--- src/rtl/config_sequencer_pkg.sv ---
// Shared constants, FSM encoding and FIFO entry layout for the config sequencer.
// Select codes identify the tile sub-block that owns a config word.
package config_sequencer_pkg;

    localparam logic [15:0] CONFIG_SB     = 16'd7;
    localparam logic [15:0] CONFIG_CB0    = 16'd6;
    localparam logic [15:0] CONFIG_CB1    = 16'd5;
    localparam logic [15:0] CONFIG_CLB    = 16'd4;
    localparam logic [31:0] CFG_PARK_ADDR = 32'h0;

    typedef enum logic [2:0] {
        ST_IDLE,
        ST_FETCH,
        ST_DRIVE,
        ST_GAP,
        ST_DONE
    } seq_state_e;

    typedef struct packed {
        logic        last;
        logic [31:0] addr;
        logic [31:0] data;
    } fifo_entry_t;

    localparam int ENTRY_W = $bits(fifo_entry_t);

    function automatic logic sel_is_legal(input logic [31:0] addr);
        logic [15:0] sel;
        sel = addr[31:16];
        return (sel == CONFIG_SB) || (sel == CONFIG_CB0) ||
               (sel == CONFIG_CB1) || (sel == CONFIG_CLB);
    endfunction

endpackage

--- src/rtl/config_sequencer_if.sv ---
// Valid/ready word stream from the host or boot loader into the sequencer.
interface config_sequencer_if;
    logic        in_valid;
    logic        in_ready;
    logic [31:0] in_addr;
    logic [31:0] in_data;
    logic        in_last;

    modport master (output in_valid, in_addr, in_data, in_last, input in_ready);
    modport slave  (input in_valid, in_addr, in_data, in_last, output in_ready);
endinterface

--- src/rtl/config_sequencer_fifo.sv ---
// Show-ahead synchronous FIFO; pointers carry one extra wrap bit for full/empty.
module config_sequencer_fifo #(
    parameter int WIDTH = 65,
    parameter int DEPTH = 4
) (
    input  logic             clk_i,
    input  logic             rst_n_i,
    input  logic             push_i,
    input  logic             pop_i,
    input  logic [WIDTH-1:0] wdata_i,
    output logic [WIDTH-1:0] rdata_o,
    output logic             full_o,
    output logic             empty_o
);
    localparam int AW = $clog2(DEPTH);

    logic [WIDTH-1:0] mem_q [DEPTH];
    logic [AW:0]      wr_ptr_q;
    logic [AW:0]      rd_ptr_q;
    logic             do_push;
    logic             do_pop;

    assign empty_o = (wr_ptr_q == rd_ptr_q);
    assign full_o  = (wr_ptr_q[AW-1:0] == rd_ptr_q[AW-1:0]) && (wr_ptr_q[AW] != rd_ptr_q[AW]);
    assign rdata_o = mem_q[rd_ptr_q[AW-1:0]];

    // A full FIFO still accepts a write when the head leaves in the same cycle.
    assign do_pop  = pop_i && !empty_o;
    assign do_push = push_i && (!full_o || do_pop);

    always_ff @(posedge clk_i) begin
        if (do_push) begin
            mem_q[wr_ptr_q[AW-1:0]] <= wdata_i;
        end
    end

    always_ff @(posedge clk_i or negedge rst_n_i) begin
        if (!rst_n_i) begin
            wr_ptr_q <= '0;
            rd_ptr_q <= '0;
        end else begin
            if (do_push) wr_ptr_q <= wr_ptr_q + 1'b1;
            if (do_pop)  rd_ptr_q <= rd_ptr_q + 1'b1;
        end
    end

endmodule

--- src/rtl/config_sequencer.sv ---
// Buffers {addr,data} words and plays them onto the shared tile config bus,
// holding each word HOLD_CYCLES cycles followed by GAP_CYCLES parked cycles.
module config_sequencer
    import config_sequencer_pkg::*;
#(
    parameter int FIFO_DEPTH  = 4,
    parameter int HOLD_CYCLES = 1,
    parameter int GAP_CYCLES  = 1
) (
    input  logic               clk_i,
    input  logic               rst_n_i,
    input  logic               start_i,
    config_sequencer_if.slave  in_if,
    output logic [31:0]        config_addr_o,
    output logic [31:0]        config_data_o,
    output logic               busy_o,
    output logic               done_o,
    output logic               err_bad_sel_o,
    output logic [15:0]        word_count_o
);
    localparam int CNT_MAX = (HOLD_CYCLES > GAP_CYCLES) ? HOLD_CYCLES : GAP_CYCLES;
    localparam int CNT_W   = $clog2(CNT_MAX + 1);
    localparam logic [CNT_W-1:0] HOLD_LOAD = CNT_W'(HOLD_CYCLES - 1);
    localparam logic [CNT_W-1:0] GAP_LOAD  = CNT_W'((GAP_CYCLES > 0) ? GAP_CYCLES - 1 : 0);

    seq_state_e        state_q, state_d;
    logic [CNT_W-1:0]  cnt_q, cnt_d;
    logic              last_q, last_d;
    logic [31:0]       addr_q, addr_d;
    logic [31:0]       data_q, data_d;
    logic              busy_q, busy_d;
    logic              err_q, err_d;
    logic [15:0]       count_q, count_d;

    logic               pop;
    logic               fifo_full;
    logic               fifo_empty;
    logic [ENTRY_W-1:0] fifo_rdata;
    fifo_entry_t        head;
    fifo_entry_t        push_entry;

    assign push_entry = '{last: in_if.in_last, addr: in_if.in_addr, data: in_if.in_data};
    assign head       = fifo_entry_t'(fifo_rdata);
    assign in_if.in_ready = !fifo_full || pop;

    config_sequencer_fifo #(
        .WIDTH (ENTRY_W),
        .DEPTH (FIFO_DEPTH)
    ) u_fifo (
        .clk_i   (clk_i),
        .rst_n_i (rst_n_i),
        .push_i  (in_if.in_valid && in_if.in_ready),
        .pop_i   (pop),
        .wdata_i (push_entry),
        .rdata_o (fifo_rdata),
        .full_o  (fifo_full),
        .empty_o (fifo_empty)
    );

    always_comb begin
        state_d = state_q;
        cnt_d   = cnt_q;
        last_d  = last_q;
        addr_d  = addr_q;
        data_d  = data_q;
        busy_d  = busy_q;
        err_d   = err_q;
        count_d = count_q;
        pop     = 1'b0;
        case (state_q)
            ST_IDLE: begin
                if (start_i) begin
                    count_d = '0;
                    err_d   = 1'b0;
                    busy_d  = 1'b1;
                    state_d = ST_FETCH;
                end
            end
            ST_FETCH: begin
                if (!fifo_empty) begin
                    pop    = 1'b1;
                    last_d = head.last;
                    if (sel_is_legal(head.addr)) begin
                        addr_d  = head.addr;
                        data_d  = head.data;
                        cnt_d   = HOLD_LOAD;
                        state_d = ST_DRIVE;
                        if (count_q != 16'hFFFF) count_d = count_q + 16'd1;
                    end else begin
                        // Illegal selects never reach the bus; they only leave a sticky flag.
                        err_d   = 1'b1;
                        state_d = head.last ? ST_DONE : ST_FETCH;
                    end
                end
            end
            ST_DRIVE: begin
                if (cnt_q == '0) begin
                    addr_d = CFG_PARK_ADDR;
                    data_d = '0;
                    if (GAP_CYCLES > 0) begin
                        cnt_d   = GAP_LOAD;
                        state_d = ST_GAP;
                    end else begin
                        state_d = last_q ? ST_DONE : ST_FETCH;
                    end
                end else begin
                    cnt_d = cnt_q - CNT_W'(1);
                end
            end
            ST_GAP: begin
                if (cnt_q == '0) begin
                    state_d = last_q ? ST_DONE : ST_FETCH;
                end else begin
                    cnt_d = cnt_q - CNT_W'(1);
                end
            end
            ST_DONE: begin
                busy_d  = 1'b0;
                state_d = ST_IDLE;
            end
            default: state_d = ST_IDLE;
        endcase
    end

    always_ff @(posedge clk_i or negedge rst_n_i) begin
        if (!rst_n_i) begin
            state_q <= ST_IDLE;
            cnt_q   <= '0;
            last_q  <= 1'b0;
            addr_q  <= CFG_PARK_ADDR;
            data_q  <= '0;
            busy_q  <= 1'b0;
            err_q   <= 1'b0;
            count_q <= '0;
        end else begin
            state_q <= state_d;
            cnt_q   <= cnt_d;
            last_q  <= last_d;
            addr_q  <= addr_d;
            data_q  <= data_d;
            busy_q  <= busy_d;
            err_q   <= err_d;
            count_q <= count_d;
        end
    end

    assign config_addr_o = addr_q;
    assign config_data_o = data_q;
    assign busy_o        = busy_q;
    assign done_o        = (state_q == ST_DONE);
    assign err_bad_sel_o = err_q;
    assign word_count_o  = count_q;

endmodule

--- src/flat_wrapper.sv ---
// flat-port wrapper written by rule: the top's interface ports become plain ports
module config_sequencer_flat import config_sequencer_pkg::*;
#(
    parameter int FIFO_DEPTH  = 4,
    parameter int HOLD_CYCLES = 1,
    parameter int GAP_CYCLES  = 1
)
  (clk_i, rst_n_i, start_i, config_addr_o, config_data_o, busy_o, done_o, err_bad_sel_o, word_count_o, in_if_in_valid, in_if_in_addr, in_if_in_data, in_if_in_last, in_if_in_ready);
  config_sequencer_if in_if_i ();
  input  logic clk_i;
  input  logic rst_n_i;
  input  logic start_i;
  output logic [31:0] config_addr_o;
  output logic [31:0] config_data_o;
  output logic busy_o;
  output logic done_o;
  output logic err_bad_sel_o;
  output logic [15:0] word_count_o;
  input wire logic [$bits(in_if_i.in_valid)-1:0] in_if_in_valid;
  input wire logic [$bits(in_if_i.in_addr)-1:0] in_if_in_addr;
  input wire logic [$bits(in_if_i.in_data)-1:0] in_if_in_data;
  input wire logic [$bits(in_if_i.in_last)-1:0] in_if_in_last;
  output wire logic [$bits(in_if_i.in_ready)-1:0] in_if_in_ready;
  assign in_if_i.in_valid = in_if_in_valid;
  assign in_if_i.in_addr = in_if_in_addr;
  assign in_if_i.in_data = in_if_in_data;
  assign in_if_i.in_last = in_if_in_last;
  assign in_if_in_ready = in_if_i.in_ready;
  config_sequencer #(.FIFO_DEPTH(FIFO_DEPTH), .HOLD_CYCLES(HOLD_CYCLES), .GAP_CYCLES(GAP_CYCLES)) u_core (.clk_i(clk_i), .rst_n_i(rst_n_i), .start_i(start_i), .in_if(in_if_i), .config_addr_o(config_addr_o), .config_data_o(config_data_o), .busy_o(busy_o), .done_o(done_o), .err_bad_sel_o(err_bad_sel_o), .word_count_o(word_count_o));
endmodule
--- config.mk ---
export PLATFORM = sky130hd
export DESIGN_NAME = config_sequencer_flat
export DESIGN_NICKNAME = d
export VERILOG_FILES = /design/src/rtl/config_sequencer_pkg.sv /design/src/rtl/config_sequencer_if.sv /design/src/rtl/config_sequencer_fifo.sv /design/src/rtl/config_sequencer.sv /design/src/flat_wrapper.sv
export SDC_FILE = /design/constraint.sdc
export NUM_CORES = 1
export LEC_CHECK = 0
export ABC_AREA = 1
export ABC_CLOCK_PERIOD_IN_PS = 10500
export CAP_MARGIN = 0
export CORE_MARGIN = 1
export CORE_UTILIZATION = 45
export DETAILED_ROUTE_END_ITERATION = 7
export PLACE_DENSITY = 0.66
export RECOVER_POWER = 25
export SETUP_SLACK_MARGIN = 0.1
export SYNTH_ARGS = -nofsm -noshare
export SYNTH_HDL_FRONTEND = slang
export SYNTH_SLANG_ARGS = --single-unit
--- constraint.sdc ---
create_clock -name clk_i -period 10.5 [get_ports clk_i]
set_input_delay 2.1 -clock clk_i [delete_from_list [all_inputs] [get_ports clk_i]]
set_output_delay 2.1 -clock clk_i [all_outputs]
set_load 0.005 [all_outputs]
==> results.md, run 1 <==
- **Clock Skew** 0.0106 ns
- **number of warnings printed during yosys synthesis** 0
- **via count of the first global-routing pass** 9600
- **maximum operating frequency** 204 MHz
- **arrival time at the worst endpoint** 5.30 ns
- **insertion delay of the later-clocked pin in the worst-skew pair** 0.52 ns
- **final worst path period need** 4.91 ns
- **Final Max Tran Viols** 40
- **input/output buffers** 152
- **y dimension of the die** 180 um
- **Worst VDD drop** 161 uV
- **Post-layout nets** 1404
- **final count of negative-setup-slack endpoints** 0
- **Placeable Area** 30900 um2
- **register bit count reported by yosys** 352
- **maximum root-to-sink buffer count** 3
- **netlist area before placement** 14300 um2
- **post-route clock period utilization** 0.467
- **final global-route overflow total** 0
- **effective utilization at floorplan** 0.462
- **leading post-synthesis cells by instance count** 355 x sky130_fd_sc_hd__nand2_1, 260 x sky130_fd_sc_hd__edfxtp_1, 107 x sky130_fd_sc_hd__a21oi_1
- **number of enable flip-flop cells after synthesis** 260
- **DRT iter0 DRCs** 704
- **total clock buffers created by CTS** 37
- **final WL** 32.6 mm
- **number of instances in the synthesized netlist** 1203
- **clock tree from TritonCTS** yes
- **final hold violation count** 0
- **Required @ worst endpoint** 10.89 ns
- **post-CTS setup buffer count** 0
- **placer congestion estimate** 0.858
- **Vias/cell** 5.49
- **post-synthesis async set-or-reset flop share** 0.261
- **worst-case reg-to-reg path depth** 13
- **average wire length per cell after detail routing** 18.6 um
- **area delta synth->final** 20.9%
- **RSZ-0062 raised after global routing** no
- **Post-CTS Resized** 0
- **clock edge transition at the registers on the reported setup and hold paths** 0.06 ns
- **register area** 10100 um2
- **H-tree depth** 2
- **Min-Delay Path Depth** 2
- **failing checks** max-capacitance violations, max-slew violations
- **maximum number of pins on one net before global-route repair** 96
- **Residual DRC** 0
- **number of cell rows** 64
- **worst-margin pin slew** 2.35 ns
- **share of the yosys chip area belonging to registers** 0.707
- **path class of the lowest-slack min-delay path** flop to flop
- **residual antenna-violating net count after detailed routing** 0
- **unique cell type count in the Yosys netlist** 31
- **post-synth top area share** 0.546
- **maximum fanout along the worst path** 95
- **combined area of the multi-input logic cells** 3560 um2
- **leakage power of the design** 6.62 nW
- **number of antenna violations at the first check in global routing** 2
- **cell type with the highest aggregate area in the netlist** sky130_fd_sc_hd__edfxtp_1
- **Root Buffer Master** sky130_fd_sc_hd__clkbuf_16
- **Die ar.** 32500 um2
- **Clock Sinks** 352
- **most repeated cell in the gate-level netlist after synthesis** sky130_fd_sc_hd__nand2_1
- **overall power consumption** 5.10 mW
- **type of the worst setup path** flop to flop
- **top area cells in the synthesized netlist** sky130_fd_sc_hd__edfxtp_1 55%, sky130_fd_sc_hd__dfrtp_1 16%, sky130_fd_sc_hd__nand2_1 9.3%, sky130_fd_sc_hd__a21oi_1 3.7%, sky130_fd_sc_hd__a221oi_1 3.1%
- **number of max-cap violations** 1
- **kind of start point of the critical path** flop
- **half-perimeter wire length of the detailed placement result** 18.2 mm
- **total nets after synthesis** 1278
- **summed negative setup slack over all endpoints** 0 ns
- **die width** 180 um
- **global-route wire length before repair** 51.8 mm
- **fillers** 2597
- **Synth Flop Type** sky130_fd_sc_hd__edfxtp_1
- **Worst Setup End Kind** flop
- **max-slew headroom at the worst pin** -0.569
- **total via count after detailed routing** 9627
- **global-route usage over all layers** 0.201
- **cts hold-fix bufs** 0
- **run status** finished, violations left
- **fraction of final layout cells with drive strength greater than 1** 0.0714
- **mean instance size in the synthesized netlist** 11.9 um2
- **first-pass detailed-route iteration total** 5
- **boundary pin count** 153
- **Power Density** 295 nW/um2
## layout by cell type, fill, tap and decap left out, types with 6 or more instances in the layout
cell                              instances
sky130_fd_sc_hd__inv_1                   54
sky130_fd_sc_hd__ha_1                     6
sky130_fd_sc_hd__dfrtp_1                 90
sky130_fd_sc_hd__xnor2_1                  6
sky130_fd_sc_hd__a221oi_1                50
sky130_fd_sc_hd__a21oi_1                107
sky130_fd_sc_hd__nor2_1                  39
sky130_fd_sc_hd__o21ai_0                  6
sky130_fd_sc_hd__clkinv_2                 6
sky130_fd_sc_hd__edfxtp_1               260
sky130_fd_sc_hd__nand2_1                354
sky130_fd_sc_hd__clkdlybuf4s50_1        111
sky130_fd_sc_hd__clkbuf_16               39
sky130_fd_sc_hd__dlygate4sd3_1           40
sky130_fd_sc_hd__buf_4                   11
sky130_fd_sc_hd__nor3_1                   8
sky130_fd_sc_hd__nand4_1                 70
sky130_fd_sc_hd__clkbuf_1                10
sky130_fd_sc_hd__nor2_2                  10
sky130_fd_sc_hd__nand3_1                 37
## final cells by class
class,instances,share of cell area
clock buffers,53,0.0624
well taps,396,0.0287
inverters,59,0.0131
clock inverters,15,0.0119
diodes,1,0.000145
flip-flops and latches,352,0.585
repair buffers,163,0.0924
multi-input cells,716,0.206
## per-layer routing
layer / part of all wire / GRT usage / vias up
li1: - / - / 4517
met5: 0.00040 / 0 / -
met4: 0.018 / 0.0540 / 2
met3: 0.064 / 0.0364 / 53
met1: 0.43 / 0.265 / 4690
met2: 0.49 / 0.342 / 365
## power by group
group / switching (mW) / internal, mW
registers: 0.156 / 1.88
logic: 1.12 / 0.587
clock network: 0.518 / 0.840
total: 1.79 / 3.30
## worst max-delay path, cell delays in order (launching register included)
cell                      delay [ns]
sky130_fd_sc_hd__dfrtp_4        0.72
sky130_fd_sc_hd__inv_4          0.41
sky130_fd_sc_hd__buf_4          0.84
sky130_fd_sc_hd__nand2_1        0.11
sky130_fd_sc_hd__nand3_1        0.11
sky130_fd_sc_hd__nand2_1        0.07
sky130_fd_sc_hd__nor2_1         0.10
sky130_fd_sc_hd__nand2_1        0.07
sky130_fd_sc_hd__nor2_2         0.15
sky130_fd_sc_hd__nand2_2        0.10
sky130_fd_sc_hd__nand2_4        0.67
sky130_fd_sc_hd__nand3_4        0.78
sky130_fd_sc_hd__inv_4          0.44
sky130_fd_sc_hd__nor2_1         0.08
## cell families (layout without fill, tap and decap cells)
family                   after synthesis  in the layout  synth area share
adder cells (fa/ha/maj)                6              6           0.00525
other                                  0              1                 0
flip-flops                           352            352             0.707
buffers and inverters                135            290            0.0462
AND/OR/NAND/NOR                      533            533             0.162
AO/OA/AOI/OAI                        166            166            0.0719
XOR/XNOR                              11             11           0.00674
## flip-flops by register name (all words and copies together) (netlist names), 3 cells and up
signal	cells
u_core.word_count_o	16
u_core.config_addr_o	32
u_core.config_data_o	32
u_core.u_fifo.mem_q	260
u_core.state_q	3
u_core.u_fifo.rd_ptr_q	3
u_core.u_fifo.wr_ptr_q	3
## stage by stage
stage               hold WS (ns)  setup slack (ns)  utilization  cell area (um2)  instances
floorplan                  0.462              4.98            -            14300       1203
global placement           0.455              5.66        0.518            16000       1686
detailed placement         0.458              5.60        0.518            16000       1686
CTS                        0.474              5.57        0.559            17300       1754
global route               0.487              5.10        0.559            17300       1754
finish                     0.468              5.59        0.559            17300       1755
## path summary, 6_finish.rpt
| check | startpoint | endpoint | slack, ns |
|---|---|---|---|
| worst min-delay path | u_core.config_addr_o[8]$_DFFE_PN0P_ | u_core.config_addr_o[8]$_DFFE_PN0P_ | 0.47 |
| min in group asynchronous | rst_n_i | u_core.word_count_o[0]$_DFFE_PN0P_ | 2.28 |
| worst max-delay path | u_core.u_fifo.rd_ptr_q[0]$_DFFE_PN0P_ | u_core.config_addr_o[19]$_DFFE_PN0P_ | 5.59 |
| worst max register to register | u_core.u_fifo.rd_ptr_q[0]$_DFFE_PN0P_ | u_core.config_addr_o[19]$_DFFE_PN0P_ | 5.59 |
| worst min register to register | u_core.config_addr_o[8]$_DFFE_PN0P_ | u_core.config_addr_o[8]$_DFFE_PN0P_ | 0.47 |
| max in group asynchronous | rst_n_i | u_core.config_data_o[20]$_DFFE_PN0P_ | 6.50 |
(Power assumes the default switching activity.)
==> run 2, diff against run 1 <==
- ABC_CLOCK_PERIOD_IN_PS: 10500 -> 4100
- PLACE_DENSITY: 0.66 -> 0.68
- clock period: 10.5 -> 4.1 ns (I/O delays scaled with it)
==> run 2 against run 1 <==
Against the previous run:
- sequential power grew to 2.6 times the previous value
- clock-buffer cell count fell by 2
- critical path depth decreased by 1
- via count fell by 0.71%
- critical endpoint unchanged
- highest routed layer unchanged
- hold slack got worse by 0.00072 ns
- the flow still finishes with violations (max-capacitance violations, max-slew violations)
- utilization down 0.057 points
==> results.md, run 2 (same netlist as run 1, synthesis figures left out) <==
- **max-slew headroom at the worst pin** -0.752
- **insertion delay of the later-clocked pin in the worst-skew pair** 0.51 ns
- **clock tree from TritonCTS** yes
- **final non-filler cell area** 17300 um2
- **final worst path period need** 3.66 ns
- **maximum number of pins on one net before global-route repair** 96
- **Root Buffer Master** sky130_fd_sc_hd__clkbuf_16
- **maximum cell stage delay along the critical path** 0.67 ns
- **half-perimeter wire length of the detailed placement result** 18.5 mm
- **area delta synth->final** 20.8%
- **Placeable Area** 30900 um2
- **Post-DP Area** 16100 um2
- **RSZ-0062 raised after global routing** no
- **power share of the clock group** 0.252
- **leakage power of the design** 6.61 nW
- **sequential share of power** 0.405
- **Worst Setup End Kind** flop
- **power spent charging and discharging nets** 4.56 mW
- **Vias/cell** 5.43
- **summed negative setup slack over all endpoints** 0 ns
- **combinational cell fraction of total power** 0.344
- **critical path, cell by cell** inv_4 -> nand2_1 -> nand3_1 -> nand2_1 -> nor2_1 -> nand2_1 -> nor2_2 -> nand2_2 -> nand2_4 -> nand3_4 -> inv_4 -> nor2_1
- **Post-layout nets** 1411
- **fraction of final layout cells with drive strength greater than 1** 0.0719
- **worst-margin pin slew** 2.63 ns
- **number of antenna violations at the first check in global routing** 3
- **first-pass detailed-route iteration total** 5
- **final hold violation count** 0
- **type of the worst setup path** flop to flop
- **number of buffer and inverter stages on the critical path** 2
- **Most common cell on crit path** sky130_fd_sc_hd__nand2_1
- **kind of start point of the critical path** flop
- **die width** 180 um
- **total via count after detailed routing** 9559
- **DRT iter0 DRCs** 945
- **average wire length per cell after detail routing** 18.4 um
- **Required @ worst endpoint** 4.49 ns
- **arrival time at the worst endpoint** 4.04 ns
- **Post-Route Utilization** 0.559
- **input/output buffers** 152
- **total clock buffers created by CTS** 37
- **slowest library cell on the worst path** sky130_fd_sc_hd__nand3_4
- **maximum fanout along the worst path** 68
- **overall power consumption** 12.8 mW
- **met2 capacity usage during global routing** 0.324
- **via count of the first global-routing pass** 9345
- **global routing usage on met1** 0.281
- **Clock Sinks** 352
- **final global-route overflow total** 0
- **minimum setup slack in the final design** 0.445 ns
- **Die ar.** 32500 um2
- **final count of negative-setup-slack endpoints** 0
- **Post-CTS Resized** 0
- **post-CTS setup buffer count** 0
- **Residual DRC** 0
- **GR peak layer** met2
- **maximum root-to-sink buffer count** 3
- **Clock Skew** 0.0159 ns
- **H-tree depth** 2
- **Power Density** 744 nW/um2
- **switching part of the total power** 0.355
- **y dimension of the die** 180 um
- **met3 Usage GRT** 0.0354
- **number of max-cap violations** 1
- **Top Family by Delay on Critical Path** simple AND/OR/NAND/NOR gates
- **path class of the lowest-slack min-delay path** flop to flop
- **Final Max Tran Viols** 45
- **maximum operating frequency** 274 MHz
- **global-route usage over all layers** 0.202
- **failing checks** max-capacitance violations, max-slew violations
- **global-route wire length before repair** 51.6 mm
- **effective utilization at floorplan** 0.462
- **run status** finished, violations left
- **boundary pin count** 153
- **highest-count cells in the layout ignoring fill and taps** 354 x sky130_fd_sc_hd__nand2_1, 260 x sky130_fd_sc_hd__edfxtp_1, 111 x sky130_fd_sc_hd__clkdlybuf4s50_1, 107 x sky130_fd_sc_hd__a21oi_1, 90 x sky130_fd_sc_hd__dfrtp_1
- **placed instance count** 1693
- **leading cell type in the layout, fill and taps excluded** sky130_fd_sc_hd__nand2_1
- **residual antenna-violating net count after detailed routing** 0
- **worst slack, placed** 0.448 ns
- **hold slack** 0.467 ns
- **final non-filler cell total** 1760
- **Largest register FFs** 260
- **number of cell rows** 64
- **final WL** 32.4 mm
- **post-route clock period utilization** 0.892
- **placer congestion estimate** 0.879
- **internal power** 8.29 mW
- **clock edge transition at the registers on the reported setup and hold paths** 0.06 ns
- **cts hold-fix bufs** 0
- **Worst VDD drop** 614 uV
[run 2: path summary, 6_finish.rpt]
kind / startpoint / endpoint / slack, ns / cells past startpoint
max: u_core.u_fifo.rd_ptr_q[0]$_DFFE_PN0P_ / u_core.config_addr_o[19]$_DFFE_PN0P_ / 0.44 / 12
min: u_core.config_addr_o[8]$_DFFE_PN0P_ / u_core.config_addr_o[8]$_DFFE_PN0P_ / 0.47 / 2
max reg2reg: u_core.u_fifo.rd_ptr_q[0]$_DFFE_PN0P_ / u_core.config_addr_o[19]$_DFFE_PN0P_ / 0.44 / 12
min reg2reg: u_core.config_addr_o[8]$_DFFE_PN0P_ / u_core.config_addr_o[8]$_DFFE_PN0P_ / 0.47 / 2
max in group asynchronous: rst_n_i / u_core.u_fifo.rd_ptr_q[0]$_DFFE_PN0P_ / 1.11 / 1
min in group asynchronous: rst_n_i / u_core.state_q[1]$_DFFE_PN0P_ / 1.14 / 1
[run 2: per-layer routing]
layer | vias up | wire (um)
met4 | 4 | 752
met1 | 4595 | 14300
met3 | 54 | 2140
met2 | 375 | 15200
li1 | 4531 | -
met5 | - | 29
[run 2: power by group through the flow]
stage | logic [mW] | registers [mW] | clock network (mW)
5_1_grt | 4.93 | 5.29 | 3.45
6_report | 4.42 | 5.20 | 3.23
2_1_floorplan | 3.03 | 5.18 | 0
3_5_place_dp | 4.45 | 5.27 | 0
3_3_place_gp | 4.38 | 5.26 | 0
4_1_cts | 4.48 | 5.21 | 3.29
[run 2: worst min-delay path, stage by stage (launching register included)]
cell                      delay (ns)
sky130_fd_sc_hd__dfrtp_1        0.34
sky130_fd_sc_hd__nand2_1        0.05
sky130_fd_sc_hd__nand2_1        0.04
[run 2: final cells by class]
| class | instances | area [um2] |
|---|---|---|
| diodes | 1 | 2.50 |
| clock buffers | 51 | 1030 |
| clock inverters | 15 | 159 |
| fillers | 2527 | 13600 |
| inverters | 59 | 226 |
| multi-input cells | 716 | 3560 |
| flip-flops and latches | 352 | 10100 |
| well taps | 396 | 495 |
| repair buffers | 170 | 1680 |
==> run 3, diff against run 2 <==
- CORE_ASPECT_RATIO: not set -> 2
- GPL_ROUTABILITY_DRIVEN: not set -> 0
==> run 3 against run 2 <==
Against the previous run:
- the run now ends clean
- worst setup slack better by 0.11 ns
- sequential share of layout area is 0.48 points higher
- die area is 0.13% higher
- clock power is 11% lower
- combinational power is 2% higher
- largest cell class unchanged
==> results.md, run 3 (same netlist as run 1, synthesis figures left out) <==
- **run status** complete, no violations
- **critical path, cell by cell** inv_4 -> nand2_1 -> nand3_1 -> nand2_1 -> nor2_1 -> nand2_1 -> nor2_2 -> nand2_2 -> nand2_4 -> nand3_4 -> inv_4 -> nor2_1
- **post-route clock period utilization** 0.864
- **H-tree depth** 1
- **leading cell type in the layout, fill and taps excluded** sky130_fd_sc_hd__nand2_1
- **Worst Setup End Kind** flop
- **max-slew headroom at the worst pin** 0.399
- **Post-layout nets** 1408
- **register-to-register setup slack** 0.56 ns
- **final non-filler cell area** 17100 um2
- **kind of start point of the critical path** flop
- **routed length on met1** 12.9 mm
- **Clock Sinks** 352
- **die width** 128 um
- **global-route usage over all layers** 0.214
- **Largest register FFs** 260
- **worst flop-to-flop path startpoint** u_core.u_fifo.rd_ptr_q[0]$_DFFE_PN0P_
- **cts hold-fix bufs** 0
- **worst-case reg-to-reg path depth** 12
- **maximum fanout along the worst path** 58
- **half-perimeter wire length of the detailed placement result** 20.7 mm
- **arrival time at the worst endpoint** 3.99 ns
- **post-CTS setup buffer count** 0
- **maximum operating frequency** 282 MHz
- **clock tree from TritonCTS** yes
- **final global-route overflow total** 0
- **Max Used Layer** met4
- **path class of the lowest-slack min-delay path** primary input to asynchronous set/reset pin
- **Post-CTS Resized** 0
- **Vias/cell** 5.49
- **hold slack** 0.346 ns
- **Placeable Area** 31400 um2
- **final hold violation count** 0
- **type of the worst setup path** flop to flop
- **global-route wire length before repair** 53.2 mm
- **insertion delay of the later-clocked pin in the worst-skew pair** 0.57 ns
- **Final Max Tran Viols** 0
- **met2 routed WL** 18.3 mm
- **highest-count cells in the layout ignoring fill and taps** 354 x sky130_fd_sc_hd__nand2_1, 260 x sky130_fd_sc_hd__edfxtp_1, 107 x sky130_fd_sc_hd__a21oi_1, 100 x sky130_fd_sc_hd__clkdlybuf4s50_1, 90 x sky130_fd_sc_hd__dfrtp_1
- **Post-DP Area** 16100 um2
- **number of antenna violations at the first check in global routing** 0
- **input/output buffers** 152
- **number of cell rows** 92
- **maximum cell stage delay along the critical path** 0.66 ns
- **Die ar.** 32500 um2
- **fraction of final layout cells with drive strength greater than 1** 0.0745
- **final WL** 34.1 mm
- **met3 wirelength from detailed routing** 1.52 mm
- **DRT iter0 DRCs** 634
- **first-pass detailed-route iteration total** 5
- **area delta synth->final** 19.8%
- **effective utilization at floorplan** 0.455
- **Most common cell on crit path** sky130_fd_sc_hd__nand2_1
- **y dimension of the die** 254 um
- **slowest library cell on the worst path** sky130_fd_sc_hd__nand3_4
- **number of max-cap violations** 0
- **Required @ worst endpoint** 4.55 ns
- **Power Density** 732 nW/um2
- **residual antenna-violating net count after detailed routing** 0
- **total via count after detailed routing** 9775
- **final worst path period need** 3.54 ns
- **via count of the first global-routing pass** 9869
- **maximum number of pins on one net before global-route repair** 71
- **Root Buffer Master** sky130_fd_sc_hd__clkbuf_16
- **Clock Skew** 0.0122 ns
- **boundary pin count** 153
- **leakage power of the design** 6.54 nW
- **final antenna diode count** 0
- **maximum root-to-sink buffer count** 3
- **overall power consumption** 12.5 mW
- **total clock buffers created by CTS** 29
- **Residual DRC** 0
- **Worst VDD drop** 397 uV
- **worst flop-to-flop path endpoint** u_core.config_addr_o[21]$_DFFE_PN0P_
- **average wire length per cell after detail routing** 19.2 um
- **final count of negative-setup-slack endpoints** 0
- **worst-margin pin slew** 0.902 ns
- **clock edge transition at the registers on the reported setup and hold paths** 0.07 ns
- **RSZ-0062 raised after global routing** no
==> run 3: changes by cell type in the layout (fill, tap and decap cells not counted), sizes merged <==
cell	change
buf	+6
clkdlybuf4s50	-11
clkbuf	-16
diode	-1
dlygate4sd3	+11
clkinv	-1
clkinvlp	+2
bufinv	-1
inv	+3
==> run 3: where the power goes <==
part / total, mW / internal [mW] / switching, mW / leakage [nW]
sequential: 5.20 / 4.80 / 0.400 / 3.57
combinational: 4.49 / 1.55 / 2.94 / 2.49
clock: 2.86 / 1.57 / 1.29 / 0.486
total: 12.5 / 7.92 / 4.63 / 6.54
==> run 3: through the flow <==
stage / instances / util / TNS, ns / worst slack [ns]
2_1_floorplan: 1203 / - / -62.96 / -0.323
3_3_place_gp: 1725 / 0.513 / 0 / 0.602
3_5_place_dp: 1725 / 0.513 / 0 / 0.564
4_1_cts: 1779 / 0.545 / 0 / 0.525
5_1_grt: 1779 / 0.545 / 0 / 0.257
6_report: 1779 / 0.545 / 0 / 0.558
==> run 3: how the worst max path moves through the flow <==
stage / from / end / slack (ns)
floorplan: u_core.state_q[2]$_DFFE_PN0P_ / u_core.u_fifo.mem_q[0][0]$_DFFE_PP_ / -0.32
global placement: u_core.u_fifo.rd_ptr_q[0]$_DFFE_PN0P_ / u_core.config_addr_o[20]$_DFFE_PN0P_ / 0.60
detailed placement: u_core.u_fifo.rd_ptr_q[0]$_DFFE_PN0P_ / u_core.config_addr_o[21]$_DFFE_PN0P_ / 0.56
CTS: u_core.u_fifo.rd_ptr_q[0]$_DFFE_PN0P_ / u_core.config_addr_o[21]$_DFFE_PN0P_ / 0.53
global route: u_core.u_fifo.rd_ptr_q[0]$_DFFE_PN0P_ / u_core.config_addr_o[20]$_DFFE_PN0P_ / 0.26
finish: u_core.u_fifo.rd_ptr_q[0]$_DFFE_PN0P_ / u_core.config_addr_o[21]$_DFFE_PN0P_ / 0.56
==> run 3: cell type report <==
| class | instances | area, um2 |
|---|---|---|
| Clock buffer | 36 | 826 |
| Clock inverter | 18 | 163 |
| Fill cell | 2638 | 14300 |
| Inverter | 59 | 226 |
| Multi-Input combinational cell | 716 | 3560 |
| Sequential cell | 352 | 10100 |
| Tap cell | 423 | 529 |
| Timing Repair Buffer | 175 | 1700 |
==> run 3: metal layers <==
| layer | GRT usage | vias to the layer above |
|---|---|---|
| met4 | 0.107 | 0 |
| met5 | 0 | - |
| li1 | - | 4523 |
| met2 | 0.393 | 316 |
| met1 | 0.244 | 4848 |
| met3 | 0.0225 | 88 |
==> run 3: critical path, delay by kind of cell (launching register included) <==
family	cells	cell delay, ns
buffers and inverters	2	0.93
flip-flops	1	0.64
AND/OR/NAND/NOR	10	1.81
